<file path="config.mk">
export PLATFORM = sky130hd
export DESIGN_NAME = busmatrix_op_rr_arb_flat
export DESIGN_NICKNAME = d
export VERILOG_FILES = /design/src/rtl/busmatrix_pkg.sv /design/src/rtl/busmatrix_op_rr_arb_if.sv /design/src/rtl/busmatrix_rr_pick.sv /design/src/rtl/busmatrix_op_rr_arb.sv /design/src/flat_wrapper.sv
export SDC_FILE = /design/constraint.sdc
export NUM_CORES = 1
export LEC_CHECK = 0
export CAP_MARGIN = 25
export CORE_AREA = 10 10 47 49
export DETAILED_ROUTE_END_ITERATION = 12
export DIE_AREA = 0 0 57 59
export GPL_TIMING_DRIVEN = 0
export HOLD_SLACK_MARGIN = 0.03
export PLACE_DENSITY = 0.74
export SKIP_LAST_GASP = 1
export SLEW_MARGIN = 20
export SYNTH_ARGS = -nofsm -noshare
export SYNTH_HDL_FRONTEND = slang
export SYNTH_SLANG_ARGS = --single-unit
</file>
<file path="constraint.sdc">
create_clock -name HCLK -period 7.2 [get_ports HCLK]
set_clock_uncertainty 0.15 [all_clocks]
set_input_delay 1.8 -clock HCLK [delete_from_list [all_inputs] [get_ports HCLK]]
set_output_delay 1.8 -clock HCLK [all_outputs]
set_load 0.1 [all_outputs]
</file>
<file path="src/rtl/busmatrix_pkg.sv">
// Shared definitions for the bus-matrix output stages.
//   - AHB HTRANS / HBURST encodings
//   - Arbiter state enum
//   - burst_beats(): number of beats after the first one in a fixed-length burst
package busmatrix_pkg;

  typedef enum logic [1:0] {
    TRANS_IDLE   = 2'd0,
    TRANS_BUSY   = 2'd1,
    TRANS_NONSEQ = 2'd2,
    TRANS_SEQ    = 2'd3
  } htrans_e;

  typedef enum logic [2:0] {
    BURST_SINGLE = 3'd0,
    BURST_INCR   = 3'd1,
    BURST_WRAP4  = 3'd2,
    BURST_INCR4  = 3'd3,
    BURST_WRAP8  = 3'd4,
    BURST_INCR8  = 3'd5,
    BURST_WRAP16 = 3'd6,
    BURST_INCR16 = 3'd7
  } hburst_e;

  typedef enum logic [1:0] {
    ST_ARB   = 2'd0,
    ST_BURST = 2'd1,
    ST_LOCK  = 2'd2
  } arb_state_e;

  // len-1 for fixed-length bursts, 0 for SINGLE and undefined-length INCR.
  function automatic logic [3:0] burst_beats(input logic [2:0] hburst);
    case (hburst_e'(hburst))
      BURST_WRAP4,  BURST_INCR4:  return 4'd3;
      BURST_WRAP8,  BURST_INCR8:  return 4'd7;
      BURST_WRAP16, BURST_INCR16: return 4'd15;
      default:                    return 4'd0;
    endcase
  endfunction

endpackage

</file>
<file path="src/rtl/busmatrix_op_rr_arb_if.sv">
// Arbiter-side bundle of one bus-matrix output stage.
//   req_port     per-port request from the input stages
//   HREADYM      output-stage HREADYMUX (arbitration advances only when 1)
//   HSELM        HSEL of the currently muxed port
//   HTRANSM      HTRANS of the currently muxed port
//   HBURSTM      HBURST of the currently muxed port
//   HMASTLOCKM   masked HMASTLOCK of the muxed port
//   addr_in_port granted port index (registered)
//   no_port      1 = no port granted (registered)
//   arb_state    current arbiter state, for observation
// Modport master = input-stage/mux side, slave = arbiter side.
interface busmatrix_op_rr_arb_if #(
  parameter int NUM_PORTS = 2,
  parameter int PORT_W    = 3
) ();
  import busmatrix_pkg::*;

  logic [NUM_PORTS-1:0] req_port;
  logic                 HREADYM;
  logic                 HSELM;
  logic [1:0]           HTRANSM;
  logic [2:0]           HBURSTM;
  logic                 HMASTLOCKM;
  logic [PORT_W-1:0]    addr_in_port;
  logic                 no_port;
  arb_state_e           arb_state;

  modport master (
    output req_port, HREADYM, HSELM, HTRANSM, HBURSTM, HMASTLOCKM,
    input  addr_in_port, no_port, arb_state
  );

  modport slave (
    input  req_port, HREADYM, HSELM, HTRANSM, HBURSTM, HMASTLOCKM,
    output addr_in_port, no_port, arb_state
  );

endinterface

</file>
<file path="src/rtl/busmatrix_rr_pick.sv">
// Combinational rotating-priority picker.
//   req   : request vector
//   ptr   : index of the last granted port (lowest priority)
//   grant : first requesting index scanning ptr+1, ptr+2, ... modulo NUM_PORTS
//   valid : at least one request present
module busmatrix_rr_pick #(
  parameter int NUM_PORTS = 2,
  parameter int PORT_W    = 3
) (
  input  logic [NUM_PORTS-1:0] req,
  input  logic [PORT_W-1:0]    ptr,
  output logic [PORT_W-1:0]    grant,
  output logic                 valid
);

  localparam int IW = (NUM_PORTS > 1) ? $clog2(NUM_PORTS) : 1;

  int unsigned idx;

  always_comb begin
    grant = '0;
    valid = 1'b0;
    idx   = 0;
    // i = NUM_PORTS lands back on ptr itself, so the owner is re-granted
    // only when nobody else asks.
    for (int unsigned i = 1; i <= NUM_PORTS; i++) begin
      idx = (32'(ptr) + i) % NUM_PORTS;
      if (!valid && req[IW'(idx)]) begin
        valid = 1'b1;
        grant = PORT_W'(idx);
      end
    end
  end

endmodule

</file>
<file path="src/rtl/busmatrix_op_rr_arb.sv">
// Round-robin arbiter for one bus-matrix output stage.
// Chooses which input port owns the shared slave's address phase and keeps
// that grant across fixed-length bursts, undefined-length INCR bursts and
// locked sequences.
//   HCLK    : clock
//   HRESETn : synchronous active-low reset
//   bus     : arbiter side of busmatrix_op_rr_arb_if (requests, muxed
//             HSEL/HTRANS/HBURST/HMASTLOCK/HREADY in; addr_in_port,
//             no_port, arb_state out)
module busmatrix_op_rr_arb
  import busmatrix_pkg::*;
#(
  parameter int NUM_PORTS = 2,
  parameter int PORT_W    = 3
) (
  input  logic                   HCLK,
  input  logic                   HRESETn,
  busmatrix_op_rr_arb_if.slave   bus
);

  if ((2 ** PORT_W) < NUM_PORTS) begin : g_bad_width
    $error("PORT_W too narrow for NUM_PORTS");
  end

  logic [3:0]        cnt_q, cnt_next;
  logic [PORT_W-1:0] ptr_q;
  logic [PORT_W-1:0] addr_q;
  logic              no_port_q;
  arb_state_e        state_q;
  logic              hold;
  logic              seq_or_busy;
  logic [PORT_W-1:0] pick_idx;
  logic              pick_valid;
  htrans_e           trans;

  assign trans = htrans_e'(bus.HTRANSM);

  busmatrix_rr_pick #(
    .NUM_PORTS (NUM_PORTS),
    .PORT_W    (PORT_W)
  ) u_pick (
    .req   (bus.req_port),
    .ptr   (ptr_q),
    .grant (pick_idx),
    .valid (pick_valid)
  );

  // Beat counter: a NONSEQ either starts a fixed burst or terminates
  // whatever was running (SINGLE/INCR/deselected start).
  always_comb begin
    cnt_next = cnt_q;
    case (trans)
      TRANS_NONSEQ: cnt_next = bus.HSELM ? burst_beats(bus.HBURSTM) : 4'd0;
      TRANS_SEQ:    if (cnt_q != 4'd0) cnt_next = cnt_q - 4'd1;
      TRANS_BUSY:   cnt_next = cnt_q;
      default:      cnt_next = 4'd0;
    endcase
  end

  assign seq_or_busy = (trans == TRANS_SEQ) || (trans == TRANS_BUSY);

  assign hold = (cnt_next != 4'd0)
              | bus.HMASTLOCKM
              | (bus.HSELM & (bus.HBURSTM == BURST_INCR) & seq_or_busy)
              | (bus.HSELM & (trans == TRANS_BUSY));

  always_ff @(posedge HCLK) begin
    if (!HRESETn) begin
      state_q   <= ST_ARB;
      cnt_q     <= '0;
      ptr_q     <= PORT_W'(NUM_PORTS - 1);
      addr_q    <= '0;
      no_port_q <= 1'b1;
    end else if (bus.HREADYM) begin
      cnt_q <= cnt_next;
      if (bus.HMASTLOCKM)
        state_q <= ST_LOCK;
      else if (hold)
        state_q <= ST_BURST;
      else
        state_q <= ST_ARB;

      if (hold) begin
        // Owner keeps the bus even if its own request has dropped.
        no_port_q <= 1'b0;
      end else if (pick_valid) begin
        addr_q    <= pick_idx;
        ptr_q     <= pick_idx;
        no_port_q <= 1'b0;
      end else begin
        no_port_q <= 1'b1;
      end
    end
  end

  assign bus.addr_in_port = addr_q;
  assign bus.no_port      = no_port_q;
  assign bus.arb_state    = state_q;

endmodule

</file>
<file path="src/flat_wrapper.sv">
// flat-port wrapper written by rule: the top's interface ports become plain ports
module busmatrix_op_rr_arb_flat import busmatrix_pkg::*;
#(
  parameter int NUM_PORTS = 2,
  parameter int PORT_W    = 3
)
  (HCLK, HRESETn, bus_req_port, bus_HREADYM, bus_HSELM, bus_HTRANSM, bus_HBURSTM, bus_HMASTLOCKM, bus_addr_in_port, bus_no_port, bus_arb_state);
  busmatrix_op_rr_arb_if #(.NUM_PORTS(NUM_PORTS), .PORT_W(PORT_W)) bus_i ();
  input  logic HCLK;
  input  logic HRESETn;
  input wire logic [$bits(bus_i.req_port)-1:0] bus_req_port;
  input wire logic [$bits(bus_i.HREADYM)-1:0] bus_HREADYM;
  input wire logic [$bits(bus_i.HSELM)-1:0] bus_HSELM;
  input wire logic [$bits(bus_i.HTRANSM)-1:0] bus_HTRANSM;
  input wire logic [$bits(bus_i.HBURSTM)-1:0] bus_HBURSTM;
  input wire logic [$bits(bus_i.HMASTLOCKM)-1:0] bus_HMASTLOCKM;
  output wire logic [$bits(bus_i.addr_in_port)-1:0] bus_addr_in_port;
  output wire logic [$bits(bus_i.no_port)-1:0] bus_no_port;
  output wire logic [$bits(bus_i.arb_state)-1:0] bus_arb_state;
  assign bus_i.req_port = bus_req_port;
  assign bus_i.HREADYM = bus_HREADYM;
  assign bus_i.HSELM = bus_HSELM;
  assign bus_i.HTRANSM = bus_HTRANSM;
  assign bus_i.HBURSTM = bus_HBURSTM;
  assign bus_i.HMASTLOCKM = bus_HMASTLOCKM;
  assign bus_addr_in_port = bus_i.addr_in_port;
  assign bus_no_port = bus_i.no_port;
  assign bus_arb_state = bus_i.arb_state;
  busmatrix_op_rr_arb #(.NUM_PORTS(NUM_PORTS), .PORT_W(PORT_W)) u_core (.HCLK(HCLK), .HRESETn(HRESETn), .bus(bus_i));
endmodule
</file>
==> flow_summary.toml, run 1 <==
[run_status]
outcome = "complete, no violations"

[logic_synthesis]
ys_warn_count = 0
yosysSeqAreaShare_pct = 30.64
synth_top_area_share_pct = 30.64
yosys.area.top_type = "dfxtp_1"
synth_area_um2 = 588.1
ys.flop_type = "dfxtp_1"
ys_ff_latch = 9
synthAdderAreaFrac_pct = 2.128
synth_top_family_by_area = "simple AND/OR/NAND/NOR gates"
synth_mux_area_share_pct = 5.106
synth_enable_flop_cells = 0
synth_cell_types = 32
synth_xor_xnor_area_share_pct = 0
synthSimpleGateAreaFrac_pct = 29.57
synth-compound-area-share_pct = 26.17
synth.avg_cell_area_um2 = 8.401
synthTopCellsByArea = "dfxtp_1 (31%), mux2i_1 (5.1%), o21ai_0 (5.1%)"
synthCells = 70
ys_async_sr_fraction_pct = 0

[floorplanning]
io-pin-count = 18
die_x_um = 57
start_util_pct = 41.96
fp.coreArea_um2 = 1401
num_rows = 14
die-area_um2 = 3363
die_y_um = 59

[global_route]
grt_max_degree = 11
gr-total-overflow = 0
grt_first_pass_wirelength_um = 2477
grt_usage_pct = 9.000
grt_pass1_vias = 571
antenna_found_initial = 0

[sta]
min_period_over_period_pct = 53.16
whs_ns = 0.3297
grt_setup_unrepaired = "false"
final.setup.tns_ns = 0
slew_headroom_pct = 34.24
fmax_mhz = 261.3
fin_ws_ns = 3.373
period_needed_ns = 3.827
hold_viol = 0
drv_slew = 0
worstMarginPinSlew_ns = 0.9834
setup_violations = 0

[route]
dr.pass1.iters = 4
num_vias = 575
drtAntennaViolNets = 0
totalWireLength_um = 1444
wl_per_cell_um = 13.75
drt_iter0_markers = 13
drcViolationCount = 0
via_per_inst = 5.476

[place]
globalplace.congestion = 0.7761
dpl.hpwl_um = 1131
portBuffers = 14
dp.cells = 101
dpl_worst_slack_ns = 3.102

[finish]
num_antenna_cells = 0
final_cell_mix = "clkdlybuf4s50_1 (14), dfxtp_1 (9), o21ai_0 (6), nor2_1 (6), nand2_1 (5)"
area_growth_pct = 32.34
drive_gt1_share_pct = 10.11
instances_no_fill = 105
fin_nets = 103
layout_commonest_cell = "clkdlybuf4s50_1"
fillers = 143

[setup_path]
start_kind = "primary input"
critPathKind = "in -> reg"
cp-end-kind = "flop"
required_ns = 7.25
worst_ep_arrival_time_ns = 3.87
crit_fanout = 8

[clock_tree]
clock_sinks = 9
clk_pin_slew_ns = 0.06
cts_setup_buffers = 0
clock_path_buffers = 2
post_cts_resize_count = 0
ctsHoldBuffers = 0
root_buffer = "clkbuf_4"
clk_latency_ns = 0.27
cts_tree = "built"
cts.htree.levels = 1
cts_made_buffers = 3

[power_and_ir_drop]
powerDensity_nw_per_um2 = 183.5
p_leak_uw = 0.0002868
vdd_ir_drop_max_mv = 0.1088

[worst_hold_path]
hold_path_class = "reg -> reg"

[job]
cap_violations = 0
state kept, by name (all words and copies together), names as in the netlist:
register	cells
u_core.bus.addr_in_port	1
u_core.bus.arb_state	2
u_core.bus.no_port	1
u_core.cnt_q	4
u_core.ptr_q	1
cell families after synthesis:
kind of cell | Yosys count
and+or+nand+nor | 28
muxes | 3
AOI/OAI and AO/OA | 21
adders and majority gates | 1
DFF | 9
buffers and inverters | 7
other | 1
worst max-delay path, cell delays in order:
cell and delay [ns]:
clkdlybuf4s50_1 0.59, nor4b_1 0.35, mux2i_1 0.16, nand4b_2 0.29, or4b_1 0.54, a21oi_1 0.14
stage by stage:
| stage | area [µm²] | utilization (%) | power, µW |
|---|---|---|---|
| 2_1_floorplan | 591.8 | - | 89.94 |
| 5_1_grt | 778.2 | 55.54 | 151.6 |
| 6_report | 778.2 | 55.54 | 142.8 |
| 4_1_cts | 778.2 | 55.54 | 143.7 |
| 3_3_place_gp | 752.0 | 53.66 | 102.9 |
| 3_5_place_dp | 752.0 | 53.66 | 103.7 |
final cells by class:
class | instances | area (µm²) | area share, %
multi-input cells | 55 | 377.9 | 48.55
flip-flops and latches | 9 | 180.2 | 23.15
repair buffers | 14 | 140.1 | 18.01
clock buffers | 4 | 26.28 | 3.376
plain buffers | 4 | 22.52 | 2.894
well taps | 16 | 20.02 | 2.572
inverters | 3 | 11.26 | 1.447
power by group:
| part | internal (µW) | leakage, µW | total [µW] | switching, µW |
|---|---|---|---|---|
| Combinational | 18.3 | 0.000198 | 47.0 | 28.7 |
| Sequential | 53.0 | 0.0000741 | 55.8 | 2.82 |
| Clock | 21.4 | 0.0000150 | 40.1 | 18.7 |
| Total | 92.7 | 0.000287 | 143 | 50.2 |
final timing paths:
path | start | to | slack, ns | cells after the start
worst max-delay path | bus_HTRANSM[1] | u_core.bus.addr_in_port[0]$_SDFFE_PN0P_ | 3.37 | 6
worst min-delay path | u_core.bus.arb_state[0]$_SDFFE_PN0P_ | u_core.bus.arb_state[0]$_SDFFE_PN0P_ | 0.33 | 2
worst max register to register | u_core.cnt_q[0]$_SDFFE_PN0P_ | u_core.bus.addr_in_port[0]$_SDFFE_PN0P_ | 4.77 | 7
worst min register to register | u_core.bus.arb_state[0]$_SDFFE_PN0P_ | u_core.bus.arb_state[0]$_SDFFE_PN0P_ | 0.33 | 2
routing by layer:
layer	track usage (%)	vias to the layer above	part of all wire, %	wire length [µm]
li1	-	299	-	-
met1	10.01	263	41	595
met2	14.57	11	51	734
met3	4.292	2	6.7	97
met4	3.356	0	1.2	17
met5	0	-	0	0
cell usage after synthesis, types with 2 or more instances:
| library cell | instances |
|---|---|
| clkbuf_1 | 2 |
| nand3_1 | 2 |
| dfxtp_1 | 9 |
| nor2_1 | 6 |
| a311o_1 | 2 |
| inv_1 | 3 |
| nor2b_1 | 3 |
| o21ai_0 | 6 |
| buf_4 | 2 |
| nand2_1 | 5 |
| mux2i_1 | 3 |
| a21boi_0 | 2 |
| o31ai_1 | 2 |
| a21oi_1 | 4 |
| or3b_1 | 2 |
Power figures use the tool's default switching activity.
==> inputs of run 2 (changes only) <==
--- a/config.mk
+++ b/config.mk
@@ -6,9 +6,9 @@
 export NUM_CORES = 1
 export LEC_CHECK = 0
 export CAP_MARGIN = 25
-export CORE_AREA = 10 10 47 49
+export CORE_MARGIN = 10
+export CORE_UTILIZATION = 44
 export DETAILED_ROUTE_END_ITERATION = 12
-export DIE_AREA = 0 0 57 59
 export GPL_TIMING_DRIVEN = 0
 export HOLD_SLACK_MARGIN = 0.03
 export PLACE_DENSITY = 0.74
==> constraint.sdc (replaced) <==
create_clock -name HCLK -period 3.8 [get_ports HCLK]
set_clock_uncertainty 0.15 [all_clocks]
set_input_delay 0.95 -clock HCLK [delete_from_list [all_inputs] [get_ports HCLK]]
set_output_delay 0.95 -clock HCLK [all_outputs]
set_load 0.1 [all_outputs]
==> flow_summary.toml, run 2 (synthesized netlist as in run 1, its figures left out) <==
[run_status]
outcome = "complete, no violations"

[clock_tree]
cts_setup_buffers = 0
clk_pin_slew_ns = 0.06
clock_sinks = 9
cts_made_buffers = 3
clock_path_buffers = 2
clk_latency_ns = 0.26
ctsHoldBuffers = 0
cts_tree = "built"
cts.htree.levels = 1
root_buffer = "clkbuf_4"
post_cts_resize_count = 0

[sta]
worstMarginPinSlew_ns = 0.9711
drv_slew = 0
slew_headroom_pct = 35.06
setup_violations = 0
hold_viol = 0
grt_setup_unrepaired = "false"
min_period_over_period_pct = 78.25
final.setup.tns_ns = 0
fmax_mhz = 336.3
period_needed_ns = 2.974

[setup_path]
cpPeakStageDelay_ns = 0.58
required_ns = 3.85
crit_path_top_delay_cell = "clkdlybuf4s50_1"
crit_fanout = 8
reg2reg_depth = 7
start_kind = "primary input"
worst_ep_arrival_time_ns = 3.02
path_cells = "clkdlybuf4s50_1 > nor4b_1 > mux2i_1 > nand4b_2 > or4b_1 > a21oi_1"
critPathKind = "in -> reg"
cp-end-kind = "flop"

[floorplanning]
die_x_um = 56.56
fp.coreArea_um2 = 1285
die_y_um = 56.56
io-pin-count = 18
start_util_pct = 45.76
num_rows = 13
die-area_um2 = 3199

[place]
dpl.hpwl_um = 1106
portBuffers = 14
globalplace.congestion = 0.8220
post_dp_cell_area_um2 = 750.7

[global_route]
gr-total-overflow = 0
grt_pass1_vias = 584
antenna_found_initial = 0
grt_max_degree = 11
grt_usage_pct = 8.973
grt_first_pass_wirelength_um = 2421

[finish]
fin_area_um2 = 777.0
fin_nets = 103
fillers = 125
area_growth_pct = 32.13
largest_register_ffs = 4
final_core_util_pct = 60.47
num_antenna_cells = 0
layout_commonest_cell = "clkdlybuf4s50_1"
final_cell_mix = "clkdlybuf4s50_1 (14), dfxtp_1 (9), o21ai_0 (6), nor2_1 (6), nand2_1 (5)"
regMostFlops = "u_core.cnt_q"
drive_gt1_share_pct = 10.11

[route]
dr.pass1.iters = 4
via_per_inst = 5.577
drcViolationCount = 0
num_vias = 580
totalWireLength_um = 1410
drtAntennaViolNets = 0
wl_per_cell_um = 13.56
drt_iter0_markers = 12

[worst_hold_path]
min_path_cells = 2
hold_path_class = "reg -> reg"

[job]
cap_violations = 0

[power_and_ir_drop]
powerDensity_nw_per_um2 = 346.9
vdd_ir_drop_max_mv = 0.1874
power.total_uw = 269.5
p_leak_uw = 0.0002868
==> run 2: cell type report <==
type / count / area [µm²] / area share, %
plain buffers: 4 / 22.52 / 2.899
clock buffers: 4 / 26.28 / 3.382
inverters: 3 / 11.26 / 1.449
multi-input cells: 55 / 377.9 / 48.63
flip-flops and latches: 9 / 180.2 / 23.19
well taps: 15 / 18.77 / 2.415
repair buffers: 14 / 140.1 / 18.04
==> run 2: path summary, 6_finish.rpt <==
check | start | endpoint | slack [ns]
setup reg to reg | u_core.cnt_q[0]$_SDFFE_PN0P_ | u_core.bus.addr_in_port[0]$_SDFFE_PN0P_ | 1.39
hold reg to reg | u_core.bus.addr_in_port[0]$_SDFFE_PN0P_ | u_core.bus.addr_in_port[0]$_SDFFE_PN0P_ | 0.33
hold / removal | u_core.bus.addr_in_port[0]$_SDFFE_PN0P_ | u_core.bus.addr_in_port[0]$_SDFFE_PN0P_ | 0.33
setup / recovery | bus_HTRANSM[1] | u_core.bus.addr_in_port[0]$_SDFFE_PN0P_ | 0.83
==> run 2: metal layers <==
| metal | up-vias | GRT usage [%] | routed length [µm] | part of all wire [%] |
|---|---|---|---|---|
| li1 | 297 | - | - | - |
| met1 | 261 | 10.51 | 679 | 48 |
| met2 | 18 | 13.95 | 629 | 45 |
| met3 | 4 | 3.371 | 80 | 5.7 |
| met4 | 0 | 4.124 | 21 | 1.5 |
| met5 | - | 0 | 0 | 0 |
==> run 2: power breakdown <==
group | switching [µW] | total, µW | internal, µW
clock | 34.3 | 74.8 | 40.5
combinational | 54.7 | 89.3 | 34.6
sequential | 5.06 | 105 | 100
total | 94.0 | 270 | 176
==> run 2: worst max-delay path, delay by kind of cell <==
| kind | cells | cell delay (ns) |
|---|---|---|
| simple gates | 3 | 1.20 |
| buf+inv | 1 | 0.58 |
| mux | 1 | 0.17 |
| compound gates | 1 | 0.12 |
==> run 2: metrics by stage <==
stage | hold WS, ns | setup slack, ns | std cells
5_1_grt | 0.3559 | 0.6582 | 104
3_3_place_gp | 0.3082 | 0.5664 | 100
6_report | 0.3251 | 0.8264 | 104
4_1_cts | 0.3286 | 0.8217 | 104
3_5_place_dp | 0.3197 | 0.5611 | 100
2_1_floorplan | 0.3169 | 1.208 | 71
